<file path="config.mk">
export PLATFORM = sky130hd
export DESIGN_NAME = axis_s
export DESIGN_NICKNAME = d
export VERILOG_FILES = /design/src/rtl/axis_s.sv
export SDC_FILE = /design/constraint.sdc
export NUM_CORES = 1
export LEC_CHECK = 0
export CORE_MARGIN = 10
export CORE_UTILIZATION = 30
export DETAILED_ROUTE_END_ITERATION = 12
export HOLD_SLACK_MARGIN = 0.1
export PLACE_DENSITY = 0.55
export REMOVE_ABC_BUFFERS = 1
export SLEW_MARGIN = 30
export SYNTH_ARGS = -nofsm -noshare
export SYNTH_HDL_FRONTEND = slang
export SYNTH_SLANG_ARGS = --single-unit
</file>
<file path="constraint.sdc">
create_clock -name aclk -period 3.5 [get_ports aclk]
set_clock_uncertainty 0.2 [all_clocks]
set_input_delay 0.7 -clock aclk [delete_from_list [all_inputs] [get_ports aclk]]
set_output_delay 0.7 -clock aclk [all_outputs]
set_load 0.05 [all_outputs]
</file>
<file path="src/rtl/axis_s.sv">
// AXI-Stream slave receiver: FWFT FIFO buffering {tlast, tdata} beats for a local
// consumer, plus packet boundary tracking (last packet length and packet count).
module axis_s #(
  parameter int unsigned DATA_W = 32,
  parameter int unsigned DEPTH  = 4,
  localparam int unsigned AW    = $clog2(DEPTH)
) (
  input  logic              aclk,
  input  logic              areset_n,
  input  logic              tvalid,
  input  logic              tlast,
  input  logic [DATA_W-1:0] tdata,
  output logic              tready,
  input  logic              rd_en,
  output logic              rd_valid,
  output logic [DATA_W-1:0] rd_data,
  output logic              rd_last,
  output logic [AW:0]       level,
  output logic              pkt_done,
  output logic [15:0]       pkt_len,
  output logic [15:0]       pkt_cnt
);

  localparam int unsigned LW    = AW + 1;
  localparam int unsigned CNT_W = 16;

  typedef struct packed {
    logic              last;
    logic [DATA_W-1:0] data;
  } entry_t;

  entry_t             mem_q [DEPTH];
  entry_t             wr_entry;

  logic [AW-1:0]      wr_ptr_q,   wr_ptr_d;
  logic [AW-1:0]      rd_ptr_q,   rd_ptr_d;
  logic [LW-1:0]      level_q,    level_d;
  logic [CNT_W-1:0]   cur_len_q,  cur_len_d;
  logic [CNT_W-1:0]   pkt_len_q,  pkt_len_d;
  logic [CNT_W-1:0]   pkt_cnt_q,  pkt_cnt_d;
  logic               pkt_done_q, pkt_done_d;

  logic               wr_fire;
  logic               rd_fire;
  logic [CNT_W-1:0]   len_inc;

  // Handshake status comes only from registered level, never from tvalid/rd_en.
  assign tready   = (level_q != LW'(DEPTH));
  assign rd_valid = (level_q != LW'(0));
  assign wr_fire  = tvalid & tready;
  assign rd_fire  = rd_en & rd_valid;

  assign wr_entry = '{last: tlast, data: tdata};
  assign rd_data  = mem_q[rd_ptr_q].data;
  assign rd_last  = mem_q[rd_ptr_q].last;

  assign level    = level_q;
  assign pkt_done = pkt_done_q;
  assign pkt_len  = pkt_len_q;
  assign pkt_cnt  = pkt_cnt_q;

  // Saturating increment of the in-flight packet beat count.
  assign len_inc = (cur_len_q == {CNT_W{1'b1}}) ? cur_len_q : cur_len_q + CNT_W'(1);

  always_comb begin
    wr_ptr_d   = wr_ptr_q;
    rd_ptr_d   = rd_ptr_q;
    level_d    = level_q;
    cur_len_d  = cur_len_q;
    pkt_len_d  = pkt_len_q;
    pkt_cnt_d  = pkt_cnt_q;
    pkt_done_d = 1'b0;

    if (wr_fire) begin
      wr_ptr_d = wr_ptr_q + AW'(1);
    end
    if (rd_fire) begin
      rd_ptr_d = rd_ptr_q + AW'(1);
    end

    unique case ({wr_fire, rd_fire})
      2'b10:   level_d = level_q + LW'(1);
      2'b01:   level_d = level_q - LW'(1);
      default: level_d = level_q;
    endcase

    if (wr_fire) begin
      if (tlast) begin
        pkt_len_d  = len_inc;
        cur_len_d  = '0;
        pkt_cnt_d  = pkt_cnt_q + CNT_W'(1);
        pkt_done_d = 1'b1;
      end else begin
        cur_len_d  = len_inc;
      end
    end
  end

  always_ff @(posedge aclk or negedge areset_n) begin
    if (!areset_n) begin
      wr_ptr_q   <= '0;
      rd_ptr_q   <= '0;
      level_q    <= '0;
      cur_len_q  <= '0;
      pkt_len_q  <= '0;
      pkt_cnt_q  <= '0;
      pkt_done_q <= 1'b0;
    end else begin
      wr_ptr_q   <= wr_ptr_d;
      rd_ptr_q   <= rd_ptr_d;
      level_q    <= level_d;
      cur_len_q  <= cur_len_d;
      pkt_len_q  <= pkt_len_d;
      pkt_cnt_q  <= pkt_cnt_d;
      pkt_done_q <= pkt_done_d;
    end
  end

  // Storage is not reset; contents are only observable while rd_valid is high.
  always_ff @(posedge aclk) begin
    if (wr_fire) begin
      mem_q[wr_ptr_q] <= wr_entry;
    end
  end

endmodule
</file>
### Yosys cells after proc, flatten, opt, wreduce, memory -nomap -nowiden

Memory sizes are Yosys's and may differ from the RTL's.
Cells that the tools add are included.

| word-level totals | value |
|---|---|
| input bits | 37 |
| memories kept | 1 |
| output and inout port bits | 71 |
| logic and storage cells | 30 |
| register bits after elaboration | 56 |
| bits in writable memories | 132 |

| operators by class | value |
|---|---|
| bitwise logic cells | 2 |
| equal/unequal tests | 4 |
| mux-type cells | 7 |
| reduce and logical (&&, ||, !) cells | 3 |
| $add $sub $neg | 6 |

Memory list:

| memory | depth | width | rd ports | clocked after memory_dff | wr ports | RTL line | RTL |
|---|---|---|---|---|---|---|---|
| mem_q | 4 | 33 | 1 | 0 | 1 | 32 | `entry_t mem_q [DEPTH];` |

Operators with widths:

| operator | number |
|---|---|
| $add 16x1->16 const B | 2 |
| $mux 16 | 2 |
| $eq 16x16->1 const B | 1 |
| $pmux 3 s2 | 1 |
| $add 2x1->2 const B | 2 |
| $mux 1 | 4 |
| $add 3x1->3 const B | 1 |
| $ne 3x3->1 const B | 1 |
| $reduce_bool 3->1 | 1 |
| $sub 3x1->3 const B | 1 |
| $and 1x1->1 | 2 |
| $eq 2x1->1 const B | 1 |
| $eq 2x2->1 const B | 1 |
| $reduce_and 2->1 | 1 |
| $reduce_bool 2->1 | 1 |

### Logic depth before layout (Yosys ltp)

| depth | value |
|---|---|
| depth after elaboration | 4 |
| depth in mapped cells | 11 |
| mapped depth without buffers | 9 |

### Worst setup path before layout

No wires, ideal clock.

| timing | value |
|---|---|
| path kind | reg2reg |
| from | register level_q[2] (netlist: level[2]) |
| to | memory mem_q[0][0] (netlist name) (enable) |
| buffers on the path | 0 |
| required time | 2.890 ns |
| cell stages (with the launch flop) | 4 |
| slack | 0.630 ns |
| data arrival time | 2.260 ns |
| library setup time | 0.410 ns |
| clock period less this slack | 2.870 ns |
| path through | dfrtp_1 nor3b_1 clkinv_1 and3_1 |

| on the way | value |
|---|---|
| longest elaborated chain between the ends | 4 |

Ends and longest elaborated chain:

| item | RTL line | RTL |
|---|---|---|
| start, declared | 37 | `logic [LW-1:0] level_q, level_d;` |
| start signal, assigned | 111 | `level_q <= level_d;` |
| $ne 3x3->1 | 48 | `assign tready = (level_q != LW'(DEPTH));` |
| named net tready | 13 | `output logic tready,` |
| $and 1x1->1 | 50 | `assign wr_fire = tvalid & tready;` |
| $mux 1 | 121 | `if (wr_fire) begin` |
| $mux 1 (implied by the code) | 122 | `mem_q[wr_ptr_q] <= wr_entry;` |
| end, declared | 32 |  |

The timed path passes the listed nets, and every way through them passes these cells.

### Final worst setup path

| timing | value |
|---|---|
| from | register rd_ptr_q[1] |
| to | output port rd_data[12] |

| on the way | value |
|---|---|
| longest elaborated chain between the ends | 1 |

Ends and longest elaborated chain:

| item | RTL line | RTL |
|---|---|---|
| start, declared | 36 | `logic [AW-1:0] rd_ptr_q, rd_ptr_d;` |
| start signal, assigned | 110 | `rd_ptr_q <= rd_ptr_d;` |
| $mem_v2 4x33 | -- |  |
| end, declared | 16 | `output logic [DATA_W-1:0] rd_data,` |

No other way between the ends.

==> impl_metrics.env <==
export IMPL_worstSkewPairLatency_ns=0.43
export IMPL_grt_max_degree=34
export IMPL_rows=58
export IMPL_port_buffers=107
export IMPL_hp_class="input pin to asynchronous set/reset pin"
export IMPL_powerDensity_mw_per_mm2=863.8
export IMPL_drive_above_1_share_pct=16.12
export IMPL_synth_top_family_by_area="multiplexers"
export IMPL_maxCapViolations=0
export IMPL_cts_buffers=17
export IMPL_cp_max_fo=23
export IMPL_synthTopCellsByArea="edfxtp_1 (52%), dfrtp_1 (18%), mux4_2 (9.7%), nand2_1 (1.5%), xnor2_1 (1.5%)"
export IMPL_synth_edff_count=132
export IMPL_yosys_warnings=0
export IMPL_ctsRootBufferMaster="clkbuf_16"
export IMPL_grt_pass1_wl_mm=27.76
export IMPL_synth_flop_cell="edfxtp_1"
export IMPL_final_hold_viol_count=0
export IMPL_yosysUniqueCellTypes=51
export IMPL_avgSynthCellArea_um2=16.23
export IMPL_cp_slowest_cell="clkdlybuf4s50_1"
export IMPL_p_leak_nw=3.637
export IMPL_dp_hpwl_mm=11.79
export IMPL_drtAntennaViolNets=0
export IMPL_antenna_cells=0
export IMPL_antenna_found_initial=0
export IMPL_path_delay_family="buffers and inverters"
export IMPL_fin_tns_setup_ns=0
export IMPL_htreeDepth=4
export IMPL_cts_setup_buffers=0
export IMPL_clk_pin_slew_worst_paths_ns=0.07
export IMPL_synth_top_area_share_pct=51.63
export IMPL_fin_nets=640
export IMPL_tightest_slew_ns=0.7888
export IMPL_status="finished clean"
export IMPL_core_mm2=0.02518
export IMPL_first_global_vias=4735
export IMPL_grt_overflow=0
export IMPL_max_freq_ghz=0.2960
export IMPL_synth_seq_cells=188
export IMPL_crit_type="flip-flop to output port"
export IMPL_p_int_mw=5.179
export IMPL_p_comb_share_pct=40.4
export IMPL_drt_first_pass_iters=5
export IMPL_drt_iter0_markers=276
export IMPL_synth_compound_area_share_pct=5.460
export IMPL_syn_area_mm2=0.007677
export IMPL_worst_setup_path_start_kind="flip-flop"
export IMPL_power_switching_mw=3.386
export IMPL_seqPwrFrac_pct=36.0
export IMPL_ys_seq_area_share_pct=69.88
export IMPL_routed_wirelength_mm=17.45
export IMPL_viasPerCell=4.844
export IMPL_vdd_drop_max_uv=597.1
export IMPL_fin_crit_sh_pct=96.52
export IMPL_synthXorXnorAreaFrac_pct=2.852
export IMPL_initial_core_util_pct=30.49
export IMPL_setup_viol=0
export IMPL_crit_chain="buf_4, mux4_2, clkdlybuf4s50_1"
export IMPL_arrival_ns=2.48
export IMPL_rsz0062_at_grt="false"
export IMPL_crit_path_max_incr_delay_ns=0.72
export IMPL_placedInstanceArea_mm2=0.009255
export IMPL_wl_per_cell_um=18.61
export IMPL_ys_async_sr_fraction_pct=29.79
export IMPL_die_w_um=180.0
export IMPL_end_kind="output port"
export IMPL_synth_top_area_cell="edfxtp_1"
export IMPL_crit_buf_inv=2
export IMPL_die_h_um=180.0
export IMPL_via_count=4544
export IMPL_clockBufferDepth=2
export IMPL_gr_usage_all_layers_pct=10.80
export IMPL_gp_congestion=0.7982
export IMPL_synth_mux_area_share_pct=10.20
export IMPL_cts_tree="done"
export IMPL_die_area_mm2=0.03239
export IMPL_clock_sinks=188
export IMPL_area_growth_syn_to_layout_pct=29.16
export IMPL_final_max_slew_violation_count=0
export IMPL_drc=0
export IMPL_final_area_mm2=0.009916
export IMPL_synth_simple_area_share_pct=8.132
export IMPL_worst_ep_required_time_ns=2.60
export IMPL_num_io_pins=108
export IMPL_final_cell_mix="edfxtp_1 (132), clkdlybuf4s50_1 (98), dfrtp_1 (54), mux4_2 (33), nand2_1 (31)"
export IMPL_synthCells=473
export IMPL_fillers=2294
export IMPL_final_common_cell="edfxtp_1"
export IMPL_p_sw_share_pct=39.53
export IMPL_max_slew_margin_rel_pct=47.01
export IMPL_fin_crit_ns=3.378
export IMPL_pwr_share_clk_pct=23.6
export IMPL_synth_fa_ha_area_share_pct=1.402
==> worst reg2reg max path, delay by kind of cell (launching register included) <==
kind	cells	cell delay (ns)
and+or+nand+nor	3	0.91
xor gates and xnor gates	1	0.14
DFF	1	0.43
buffers and inverters	3	0.78
==> repair_timing <==
| action | in CTS | in global routing |
|---|---|---|
| hold buffers | 0 | 0 |
| gates resized for setup | 0 | 8 |
| endpoints found under the setup margin | 0 | 8 |
==> stage by stage <==
stage          setup WS, ns  std cells  hold WS (ns)  util, %  total power [mW]
2_1_floorplan        0.3314        453        0.2044        -             5.383
3_3_place_gp         0.5309        906        0.2592    36.75             6.619
3_5_place_dp         0.4929        906        0.2738    36.75             6.667
4_1_cts            0.008264        938        0.1422    39.30             8.724
5_1_grt            0.001681        938        0.1774    39.38             8.991
6_report             0.1219        938        0.1314    39.38             8.565
==> metal layers <==
| metal | wire [um] | share of wire, % | up-vias | global-route usage [%] |
|---|---|---|---|---|
| li1 | - | - | 2085 | - |
| met1 | 8120 | 47 | 2313 | 14.43 |
| met2 | 8254 | 47 | 140 | 16.62 |
| met3 | 997 | 5.7 | 6 | 3.715 |
| met4 | 80 | 0.46 | 0 | 2.283 |
| met5 | 0 | 0 | - | 0 |
==> logic make-up (layout without fill, tap and decap cells) <==
group / Yosys count / after routing
flops: 188 / 188
simple gates: 115 / 115
compound gates: 62 / 62
buf+inv: 38 / 173
mux: 37 / 37
xor+xnor: 25 / 25
fa+ha+maj: 8 / 8
==> cell usage after synthesis (all sizes together), types with 4 or more instances <==
| cell type | count |
|---|---|
| clkbuf | 13 |
| buf | 7 |
| or4 | 5 |
| xor2 | 12 |
| or3 | 9 |
| nand2 | 31 |
| a41o | 4 |
| nor2 | 18 |
| xnor2 | 13 |
| edfxtp | 132 |
| inv | 17 |
| o21ai | 19 |
| a31oi | 7 |
| mux2i | 4 |
| nor3 | 9 |
| nor4 | 4 |
| a21oi | 13 |
| and3 | 11 |
| dfrtp | 56 |
| nand3 | 14 |
| ha | 7 |
| o211ai | 4 |
| nand4 | 7 |
| mux4 | 33 |
==> flip-flops by register name (all words and copies together), names as in the netlist <==
register   cells
pkt_cnt       16
rd_ptr_q       2
pkt_len       16
cur_len_q     16
mem_q        132
wr_ptr_q       2
level          3
pkt_done       1
==> area by class of cell <==
| class | count | area [um2] | share of cell area (%) |
|---|---|---|---|
| flip-flops and latches | 188 | 5368 | 54.13 |
| multi-input cells | 247 | 2158 | 21.77 |
| repair buffers | 123 | 1269 | 12.79 |
| clock buffers | 17 | 425.4 | 4.290 |
| well taps | 330 | 412.9 | 4.164 |
| clock inverters | 15 | 215.2 | 2.170 |
| inverters | 18 | 67.56 | 0.6814 |
==> power groups by stage <==
stage	Sequential [mW]	Clock, mW	Combinational [mW]
3_5_place_dp	3.14	0	3.53
6_report	3.09	2.02	3.46
3_3_place_gp	3.12	0	3.50
5_1_grt	3.14	2.19	3.66
2_1_floorplan	3.50	0	1.88
4_1_cts	3.09	2.08	3.55
==> final timing paths <==
path                       depth (start not counted)  slack [ns]         from          end
max reg2reg                                        7        0.93     level[0]   pkt_cnt[7]
min                                                1        0.13     areset_n   pkt_cnt[2]
min in group aclk                                  2        0.29   pkt_len[6]   pkt_len[6]
min reg2reg                                        2        0.29   pkt_len[6]   pkt_len[6]
max                                                3        0.12  rd_ptr_q[1]  rd_data[12]
max in group asynchronous                          2        2.30     areset_n   pkt_cnt[4]
(Power assumes the default switching activity.)
